===== config.mk =====
export PLATFORM = sky130hd
export DESIGN_NAME = divn_counter
export DESIGN_NICKNAME = d
export VERILOG_FILES = /design/src/rtl/divn_counter.sv
export SDC_FILE = /design/constraint.sdc
export NUM_CORES = 1
export LEC_CHECK = 0
export ABC_CLOCK_PERIOD_IN_PS = 2450
export BUFFER_PORTS_ARGS = -buffer_cell sky130_fd_sc_hd__buf_4
export CAP_MARGIN = 20
export CORE_MARGIN = 5
export CORE_UTILIZATION = 33
export DETAILED_ROUTE_END_ITERATION = 7
export GPL_ROUTABILITY_DRIVEN = 1
export PLACE_DENSITY = 0.65
export SYNTH_ARGS = -nofsm -noshare
export SYNTH_HDL_FRONTEND = slang
export SYNTH_SLANG_ARGS = --single-unit

===== constraint.sdc =====
create_clock -name clk -period 2.45 [get_ports clk]
set_input_delay 0.3675 -clock clk [delete_from_list [all_inputs] [get_ports clk]]
set_output_delay 0.3675 -clock clk [all_outputs]
set_load 0.02 [all_outputs]

===== src/rtl/divn_counter.sv =====
// Programmable divide-by-N counter: cnt runs 0..term, wraps to 0, and pulses tc on the wrap cycle.
// Latency: cnt/term are registered; tc is combinational from en, cnt and term (zero latency for cascading).
// Backpressure: none; en stalls the count, and chained stages use the previous tc as their en.
// Optional feature: define DIVCNT_SQW_EN to build the sqw toggle flop (otherwise sqw is tied low).
module divn_counter #(
    parameter int WIDTH    = 4,
    parameter int DEF_TERM = 2
) (
    input  logic             clk,
    input  logic             rst,
    input  logic             en,
    input  logic             clr,
    input  logic             ld,
    input  logic [WIDTH-1:0] ld_term,
    output logic [WIDTH-1:0] cnt,
    output logic [WIDTH-1:0] term,
    output logic             tc,
    output logic             sqw
);

    // Terminal value after reset, sized to the counter width.
    localparam logic [WIDTH-1:0] DEF_TERM_W = WIDTH'(DEF_TERM);
    localparam logic [WIDTH-1:0] ONE_W      = WIDTH'(1);

    logic [WIDTH-1:0] cnt_q;
    logic [WIDTH-1:0] cnt_d;
    logic [WIDTH-1:0] term_q;
    logic [WIDTH-1:0] term_d;
    logic             at_term;

    // Compare with >= so that loading a term below the current count wraps
    // on the next enabled cycle instead of running up to 2**WIDTH.
    assign at_term = (cnt_q >= term_q);
    assign tc      = en & at_term;

    // Next count: clear wins over enable; the wrap decision uses the old term,
    // so a load in the same cycle only affects the following cycle.
    always_comb begin
        cnt_d = cnt_q;
        if (clr) begin
            cnt_d = '0;
        end else if (en) begin
            if (at_term) begin
                cnt_d = '0;
            end else begin
                cnt_d = cnt_q + ONE_W;
            end
        end
    end

    // Next terminal value: load is independent of clear and enable.
    always_comb begin
        term_d = term_q;
        if (ld) begin
            term_d = ld_term;
        end
    end

    // Count and terminal registers with asynchronous reset.
    always_ff @(posedge clk or posedge rst) begin
        if (rst) begin
            cnt_q  <= '0;
            term_q <= DEF_TERM_W;
        end else begin
            cnt_q  <= cnt_d;
            term_q <= term_d;
        end
    end

    assign cnt  = cnt_q;
    assign term = term_q;

`ifdef DIVCNT_SQW_EN
    logic sqw_q;
    logic sqw_d;

    // Square wave flips once per wrap; clr does not touch it.
    always_comb begin
        sqw_d = sqw_q;
        if (tc) begin
            sqw_d = ~sqw_q;
        end
    end

    // Square-wave toggle register.
    always_ff @(posedge clk or posedge rst) begin
        if (rst) begin
            sqw_q <= 1'b0;
        end else begin
            sqw_q <= sqw_d;
        end
    end

    assign sqw = sqw_q;
`else
    assign sqw = 1'b0;
`endif

endmodule


==> metrics, run 1 <==
proportion of layout cells with a drive suffix above 1=0.348; maximum clock path buffer count=2; final instance area=662 um2; CP Class=reg2out; Antenna Nets Post-Route=0; area delta synth->final=33.6%; first-pass GRT wire length=2040 um; drt pass-1 iters=1; Max Slew Vio Count=0; clock-pin slew on the worst setup and hold paths=0.06 ns; vias in the first global route=444; gr usage total=0.108; Leakage=0.321 nW; syn_nets=between 60 and 70; WP data required=2.08 ns; EDFF count, synth=0; Yosys warning count=0; Worst path top cell family by delay=flip-flops; slowest cell on the critical path=dfstp_2; status=completed; Async S/R FF share, synth=1.00; reg2reg setup slack=0.61 ns; register area share after synthesis=0.407; total CTS buffers=3; initial core utilization=0.337; Root Buffer=clkbuf_4; setup violators final=0; post-DP HPWL=a little under 900 um; CTS tree=done; area of the die=2380 um2; Main synth FF type=dfrtp_1; Core Area=1470 um2; worst-path fanout max=6; Vias/cell=4.72; Worst path max stage delay=between 0.5 and 0.6 ns; NumNets Final=between 80 and 90; startpoint types=register; crit share post-route=0.940; R2R depth=5; Yosys reg bits=8; Peak supply drop=0.274 mV; initial DRC count=0; Routed wire per std cell=13.1 um; Sink Count=8; num ports=19; critical path arrival=1.94 ns; skew final=0.00579 ns; Synth Instances=slightly below 50; Post-DP Area=636 um2; # port buffers=17; Mapped Area=495 um2; Hold Path Class=in2async; Die X=48.8 um; Via Count=about 400; setup TNS=0 ns; Placer Congestion=a little under 0.8; Worst setup EP type=output pin; Buf/Inv on CP=2; Cell variety after synth=20; syn_area_per_cell=10.1 um2; die height=48.8 um; RSZ-0062 raised after global routing=false; FMAX=0.434 GHz; Residual DRC=0; # Max-Cap Violations=0; clock latency on the worst-skew pair=approximately 0.26 ns; Antenna diodes=0; pwr/cell area=561 nW/um2; initial antenna violation count=0; Final min period=2.30 ns; row count=14; final hold violation count=0; pin count of the biggest net entering global routing=10; total grt overflow=0; Worst path depth=5; cell chain of the critical path=inv_1, ha_1, a2111oi_4, nor3b_1, buf_4; Detailed Route WL=1120 um; Clock H-tree levels=1
==> worst paths after layout <==
| kind | startpoint | endpoint |
|---|---|---|
| setup / recovery | term[1] | tc |
| hold / removal | rst | cnt[1] |
| setup reg to reg | term[1] | cnt[3] |
| hold reg to reg | term[1] | term[1] |
| max in group asynchronous | rst | term[1] |
| min in group clk | clr | cnt[1] |
==> per-layer routing <==
layer / up-vias / GRT usage / wire (um)
li1: 210 / - / -
met1: 177 / 0.136 / 517
met2: 10 / 0.167 / 519
met3: 4 / 0.0276 / 57
met4: 0 / 0.0538 / 21
met5: - / 0 / 0
==> metrics by stage <==
stage | setup slack [ns] | hold WS [ns] | utilization | cells | total power (W)
final | 0.147 | 0.0562 | 0.450 | 85 | 0.000372
after global routing | 0.0369 | 0.0834 | 0.450 | 85 | 0.000394
after CTS | 0.103 | 0.0643 | 0.450 | 85 | 0.000376
after detailed placement | 0.403 | 0.345 | 0.432 | 81 | 0.000260
after global placement | 0.463 | 0.349 | 0.432 | 81 | 0.000257
after floorplan | 0.463 | 0.182 | - | 49 | 0.000220
==> logic make-up after synthesis <==
kind of cell | synth area share
multiplexers | 0.0429
flip-flops | 0.407
AO/OA/AOI/OAI | 0.215
other | 0.00757
adder cells (fa/ha/maj) | 0.126
buffers and inverters | 0.0530
AND/OR/NAND/NOR | 0.149
==> cell type report <==
| class | instances | area, um2 |
|---|---|---|
| well taps | 16 | 20.0 |
| clock buffers | 4 | 26.3 |
| fillers | 153 | 810 |
| multi-input cells | 35 | 268 |
| inverters | 5 | 18.8 |
| flip-flops and latches | 8 | 201 |
| repair buffers | 17 | 128 |
==> timing repair <==
action / 4_1_cts / 5_1_grt
buffers inserted: 0 / 0
endpoints found under the setup margin: 0 / 1
hold buffers: 0 / 0
resized for setup: 0 / 0
==> sequential cells by signal, summed over array words and instances (netlist names) <==
register	cells
term	4
cnt	4
==> cell usage after synthesis, types with 2 or more instances <==
library cell	n	share of area
o21ai_0	4	0.040
nor2_1	2	0.015
ha_1	5	0.13
a21oi_1	3	0.030
nand2b_1	4	0.050
dfrtp_1	7	0.35
nand2_1	4	0.030
inv_1	5	0.038
o211ai_1	4	0.061
==> report_power, final <==
part           internal, W  leakage (nW)  switching, W
combinational    0.0000509         0.205     0.0000548
clock            0.0000628        0.0150     0.0000523
sequential        0.000143         0.101    0.00000802
total             0.000256         0.321      0.000115
==> cell usage in the layout, fill, tap and decap left out <==
| master | n |
|---|---|
| buf_4 | 17 |
| dfrtp_1 | 7 |
| inv_1 | 5 |
| ha_1 | 5 |
| nand2_1 | 4 |
| o21ai_0 | 4 |
| nand2b_1 | 4 |
| o211ai_1 | 4 |
| a21oi_1 | 3 |
| clkbuf_4 | 3 |
| nor2_1 | 2 |
| nand2b_4 | 1 |
| a2111oi_4 | 1 |
| o21a_1 | 1 |
| nand3_1 | 1 |
| a31oi_1 | 1 |
| nor3b_1 | 1 |
| mux2i_1 | 1 |
| mux2_2 | 1 |
| conb_1 | 1 |
| clkbuf_1 | 1 |
| dfstp_2 | 1 |
Power figures use the tool's default switching activity.
==> run 2: changes to the inputs <==
--- a/config.mk
+++ b/config.mk
@@ -8,11 +8,10 @@
 export ABC_CLOCK_PERIOD_IN_PS = 2450
 export BUFFER_PORTS_ARGS = -buffer_cell sky130_fd_sc_hd__buf_4
 export CAP_MARGIN = 20
-export CORE_MARGIN = 5
 export CORE_UTILIZATION = 33
 export DETAILED_ROUTE_END_ITERATION = 7
 export GPL_ROUTABILITY_DRIVEN = 1
-export PLACE_DENSITY = 0.65
+export MAX_ROUTING_LAYER = met4
 export SYNTH_ARGS = -nofsm -noshare
 export SYNTH_HDL_FRONTEND = slang
 export SYNTH_SLANG_ARGS = --single-unit
==> metrics, run 2 (synthesis gave the netlist of run 1 again) <==
FMAX=0.436 GHz (was 0.434 GHz); Vias/cell=4.86 (was 4.72); maximum clock path buffer count=2 (unchanged); drt pass-1 iters=4 (was 1); slowest cell on the critical path=a2111oi_4 (was dfstp_2); R2R depth=6 (was 5); Reg area=201 um2 (unchanged); Worst setup EP type=output pin (unchanged); num ports=19 (unchanged); CP Class=reg2out (unchanged); Final min period=2.29 ns (was 2.30 ns); die height=40.8 um (was 48.8 um); total grt overflow=0 (unchanged); Worst path max stage delay=0.48 ns (was 0.53 ns); CTS tree=done (unchanged); hold_buf cts=0 (unchanged); Peak supply drop=0.338 mV (was 0.274 mV); Residual DRC=0 (unchanged); r2r endpoint=cnt[3] (unchanged); Post-CTS Setup Bufs=0 (unchanged); status=completed (unchanged); proportion of layout cells with a drive suffix above 1=0.348 (unchanged); pin count of the biggest net entering global routing=10 (unchanged); Hold Path Class=in2async (unchanged); area of the die=1660 um2 (was 2380 um2); setup TNS=0 ns (unchanged); R2R Path Start=cnt[0] (was term[1]); NumNets Final=84 (unchanged); RSZ-0062 raised after global routing=false (unchanged); first-pass GRT wire length=1590 um (was 2040 um); Placer Congestion=0.730 (was 0.773); startpoint types=register (unchanged); clock-pin slew on the worst setup and hold paths=0.06 ns (about the same); Detailed Route WL=956 um (was 1120 um); crit share post-route=0.936 (was 0.940); Max Slew Vio Count=0 (unchanged); Worst path depth=6 (was 5); # port buffers=17 (unchanged); final hold violation count=0 (unchanged); post-CTS sizing=0 (unchanged); multi-input combinational cell area=268 um2 (unchanged); Buf/Inv on CP=2 (unchanged); skew final=0.00556 ns (was 0.00579 ns); critical path arrival=1.93 ns (was 1.94 ns); cell chain of the critical path=inv_1, ha_1, nand2b_4, a2111oi_4, nor3b_1, buf_4 (was inv_1, ha_1, a2111oi_4, nor3b_1, buf_4); Antenna diodes=0 (unchanged); Routed wire per std cell=11.4 um (was 13.1 um); row count=13 (was 14); WP data required=2.08 ns (about the same); area delta synth->final=33.3% (was 33.6%); Antenna Nets Post-Route=0 (unchanged); commonest non-fill, non-tap cell in the layout=buf_4 (unchanged); clock latency on the worst-skew pair=0.26 ns (about the same); Leakage=0.321 nW (about the same); most frequent cells in the layout=buf_4, dfrtp_1, inv_1, ha_1 (unchanged); # Max-Cap Violations=0 (unchanged); vias in the first global route=378 (was 444); Sink Count=8 (unchanged); initial DRC count=3 (was 0); FILL cells=131 (was 153); Die X=40.8 um (was 48.8 um); initial core utilization=0.367 (was 0.337); pwr/cell area=551 nW/um2 (was 561 nW/um2); Core Area=1350 um2 (was 1470 um2); setup violators final=0 (unchanged); Root Buffer=clkbuf_4 (unchanged); worst-path fanout max=6 (unchanged); post-DP HPWL=736 um (was 880 um); initial antenna violation count=0 (unchanged); Clock H-tree levels=1 (unchanged); Worst path top cell family by delay=compound AO/OA/AOI/OAI gates (was flip-flops); total CTS buffers=3 (unchanged); Via Count=408 (was 401); total chip power=0.000364 W (was 0.000372 W); gr usage total=0.163 (was 0.108); reg2reg setup slack=0.65 ns (was 0.61 ns)
run 2: cell counts in the layout (fill, tap and decap cells not counted):
Identical to the previous run, type by type.
run 2: layer usage:
metal / vias up / routed length [um] / track usage
met2: 12 / 447 / 0.210
met3: 2 / 61 / 0.0978
li1: 209 / - / -
met1: 185 / 434 / 0.191
met4: 0 / 12 / 0.0917
met5: - / 0 / -
run 2: layout make-up:
cell class                 instances  share of cell area
inverter                           5              0.0284
multi-input combinational         35               0.405
sequential                         8               0.305
tap                               15              0.0284
clock buffer                       4              0.0398
timing repair buffer              17               0.193
run 2: through the flow:
stage	hold slack, ns	setup WS [ns]	instance area [um2]	instances	util
6_report	0.0572	0.157	661	84	0.489
5_1_grt	0.0828	0.0108	661	84	0.489
4_1_cts	0.0675	0.136	661	84	0.489
3_5_place_dp	0.351	0.417	634	80	0.470
3_3_place_gp	0.345	0.450	634	80	0.470
2_1_floorplan	0.182	0.463	495	49	-
run 2: how the worst max path moves through the flow:
stage | from | to
2_1_floorplan | cnt[0] | tc
5_1_grt | cnt[0] | tc
3_5_place_dp | cnt[0] | tc
3_3_place_gp | cnt[0] | tc
6_report | cnt[0] | tc
4_1_cts | cnt[0] | tc
run 2: report_power, final:
group	internal (W)	total, W	switching [W]
registers	0.000143	0.000151	0.00000824
logic	0.0000507	0.000103	0.0000526
clock network	0.0000624	0.000110	0.0000473
total	0.000256	0.000364	0.000108
==> run 3: changes to the inputs <==
--- a/config.mk
+++ b/config.mk
@@ -8,8 +8,9 @@
 export ABC_CLOCK_PERIOD_IN_PS = 2450
 export BUFFER_PORTS_ARGS = -buffer_cell sky130_fd_sc_hd__buf_4
 export CAP_MARGIN = 20
-export CORE_UTILIZATION = 33
+export CORE_AREA = 2 2 39 41
 export DETAILED_ROUTE_END_ITERATION = 7
+export DIE_AREA = 0 0 41 43
 export GPL_ROUTABILITY_DRIVEN = 1
 export MAX_ROUTING_LAYER = met4
 export SYNTH_ARGS = -nofsm -noshare
==> metrics, run 3 (synthesis gave the netlist of run 1 again) <==
Peak supply drop=0.276 mV (was 0.338 mV); total grt overflow=0 (unchanged); Final min period=2.26 ns (was 2.29 ns); clock latency on the worst-skew pair=0.26 ns (about the same); met2 WL=475 um (was 447 um); crit share post-route=0.923 (was 0.936); worst-path fanout max=6 (unchanged); maximum clock path buffer count=2 (unchanged); CP Class=reg2out (unchanged); setup violators final=0 (unchanged); skew final=0.00640 ns (was 0.00556 ns); initial core utilization=0.358 (was 0.367); Sink Count=8 (unchanged); first-pass GRT wire length=1590 um (about the same); hold_buf cts=0 (unchanged); die height=43 um (was 40.8 um); drt pass-1 iters=3 (was 4); area of the die=1760 um2 (was 1660 um2); NumNets Final=84 (unchanged); commonest non-fill, non-tap cell in the layout=buf_4 (unchanged); final worst slack=0.188 ns (was 0.157 ns); WP data required=2.08 ns (about the same); Sw Ratio=0.296 (was 0.297); post-DP HPWL=752 um (was 736 um); Worst setup EP type=output pin (unchanged); Via Count=398 (was 408); Final Util=0.478 (was 0.489); Leakage=0.321 nW (about the same); FILL cells=136 (was 131); # port buffers=17 (unchanged); proportion of layout cells with a drive suffix above 1=0.348 (unchanged); DR WL met3=41 um (was 61 um); row count=14 (was 13); Vias/cell=4.68 (was 4.86); initial antenna violation count=0 (unchanged); Clock power frac=0.300 (was 0.301); num ports=19 (unchanged); sw power=0.000108 W (about the same); Detailed Route WL=947 um (was 956 um); total CTS buffers=3 (unchanged); Die X=41 um (was 40.8 um); Max Slew Vio Count=0 (unchanged); vias in the first global route=374 (was 378); FMAX=0.442 GHz (was 0.436 GHz); wl on met1=429 um (was 434 um); clock-pin slew on the worst setup and hold paths=0.06 ns (about the same); Antenna Nets Post-Route=0 (unchanged); pin count of the biggest net entering global routing=10 (unchanged); Residual DRC=0 (unchanged); internal power=0.000256 W (about the same); startpoint types=register (unchanged); dpl ws=0.415 ns (was 0.417 ns); post-CTS sizing=0 (unchanged); Placer Congestion=0.707 (was 0.730); total chip power=0.000364 W (about the same); Post-CTS Setup Bufs=0 (unchanged); # Max-Cap Violations=0 (unchanged); most frequent cells in the layout=buf_4, dfrtp_1, inv_1, ha_1 (unchanged); gr usage total=0.147 (was 0.163); Hold Path Class=in2async (unchanged); Routed wire per std cell=11.1 um (was 11.4 um); status=completed (unchanged); area delta synth->final=33.6% (was 33.3%); pwr/cell area=550 nW/um2 (was 551 nW/um2); critical path arrival=1.89 ns (was 1.93 ns); combinational power share=0.285 (was 0.284); Hold Slack=0.0541 ns (was 0.0572 ns); RSZ-0062 raised after global routing=false (unchanged); Core Area=1380 um2 (was 1350 um2); reg2reg setup slack=0.65 ns (about the same); Clock H-tree levels=1 (unchanged); Reg power frac=0.415 (about the same); setup TNS=0 ns (unchanged); max layer used=met3 (was met4); final hold violation count=0 (unchanged); Root Buffer=clkbuf_4 (unchanged); CTS tree=done (unchanged); initial DRC count=8 (was 3); Antenna diodes=0 (unchanged)
-- run 3: cell counts in the layout (fill, tap and decap cells not counted) --
Identical to the previous run, type by type.
-- run 3: path summary, 6_finish.rpt --
kind                         start       to  cells past startpoint
max                        term[1]       tc                      5
min                            rst  term[2]                      2
max reg2reg                term[1]   cnt[3]                      5
min reg2reg                term[1]  term[1]                      2
max in group asynchronous      rst  term[1]                      2
min in group clk               clr   cnt[2]                      2
-- run 3: critical path, cell delays in order, from the launching register on --
cell	delay (ns)
dfstp_2	0.53
inv_1	0.05
ha_1	0.30
a2111oi_4	0.49
nor3b_1	0.10
buf_4	0.17
-- run 3: metrics by stage --
stage,instances,instance area [um2]
after floorplan,49,495
after global placement,81,636
after detailed placement,81,636
after CTS,85,662
after global routing,85,662
final,85,662
-- run 3: final cells by class --
class	instances	area [um2]	share of cell area
clock buffers	4	26.3	0.0397
repair buffers	17	128	0.193
inverters	5	18.8	0.0284
multi-input cells	35	268	0.405
flip-flops and latches	8	201	0.304
well taps	16	20.0	0.0302
-- run 3: power groups by stage --
stage | Clock, W | Sequential (W) | Combinational (W)
detailed placement | 0 | 0.000154 | 0.000105
finish | 0.000109 | 0.000151 | 0.000104
global placement | 0 | 0.000153 | 0.000104
global route | 0.000128 | 0.000152 | 0.000114
floorplan | 0 | 0.000164 | 0.0000561
CTS | 0.000114 | 0.000151 | 0.000105
-- run 3: metal layers --
metal  up-vias  GRT usage
li1        208          -
met4         0     0.0800
met2         8      0.166
met1       182      0.193
met3         0     0.0942
met5         -          -
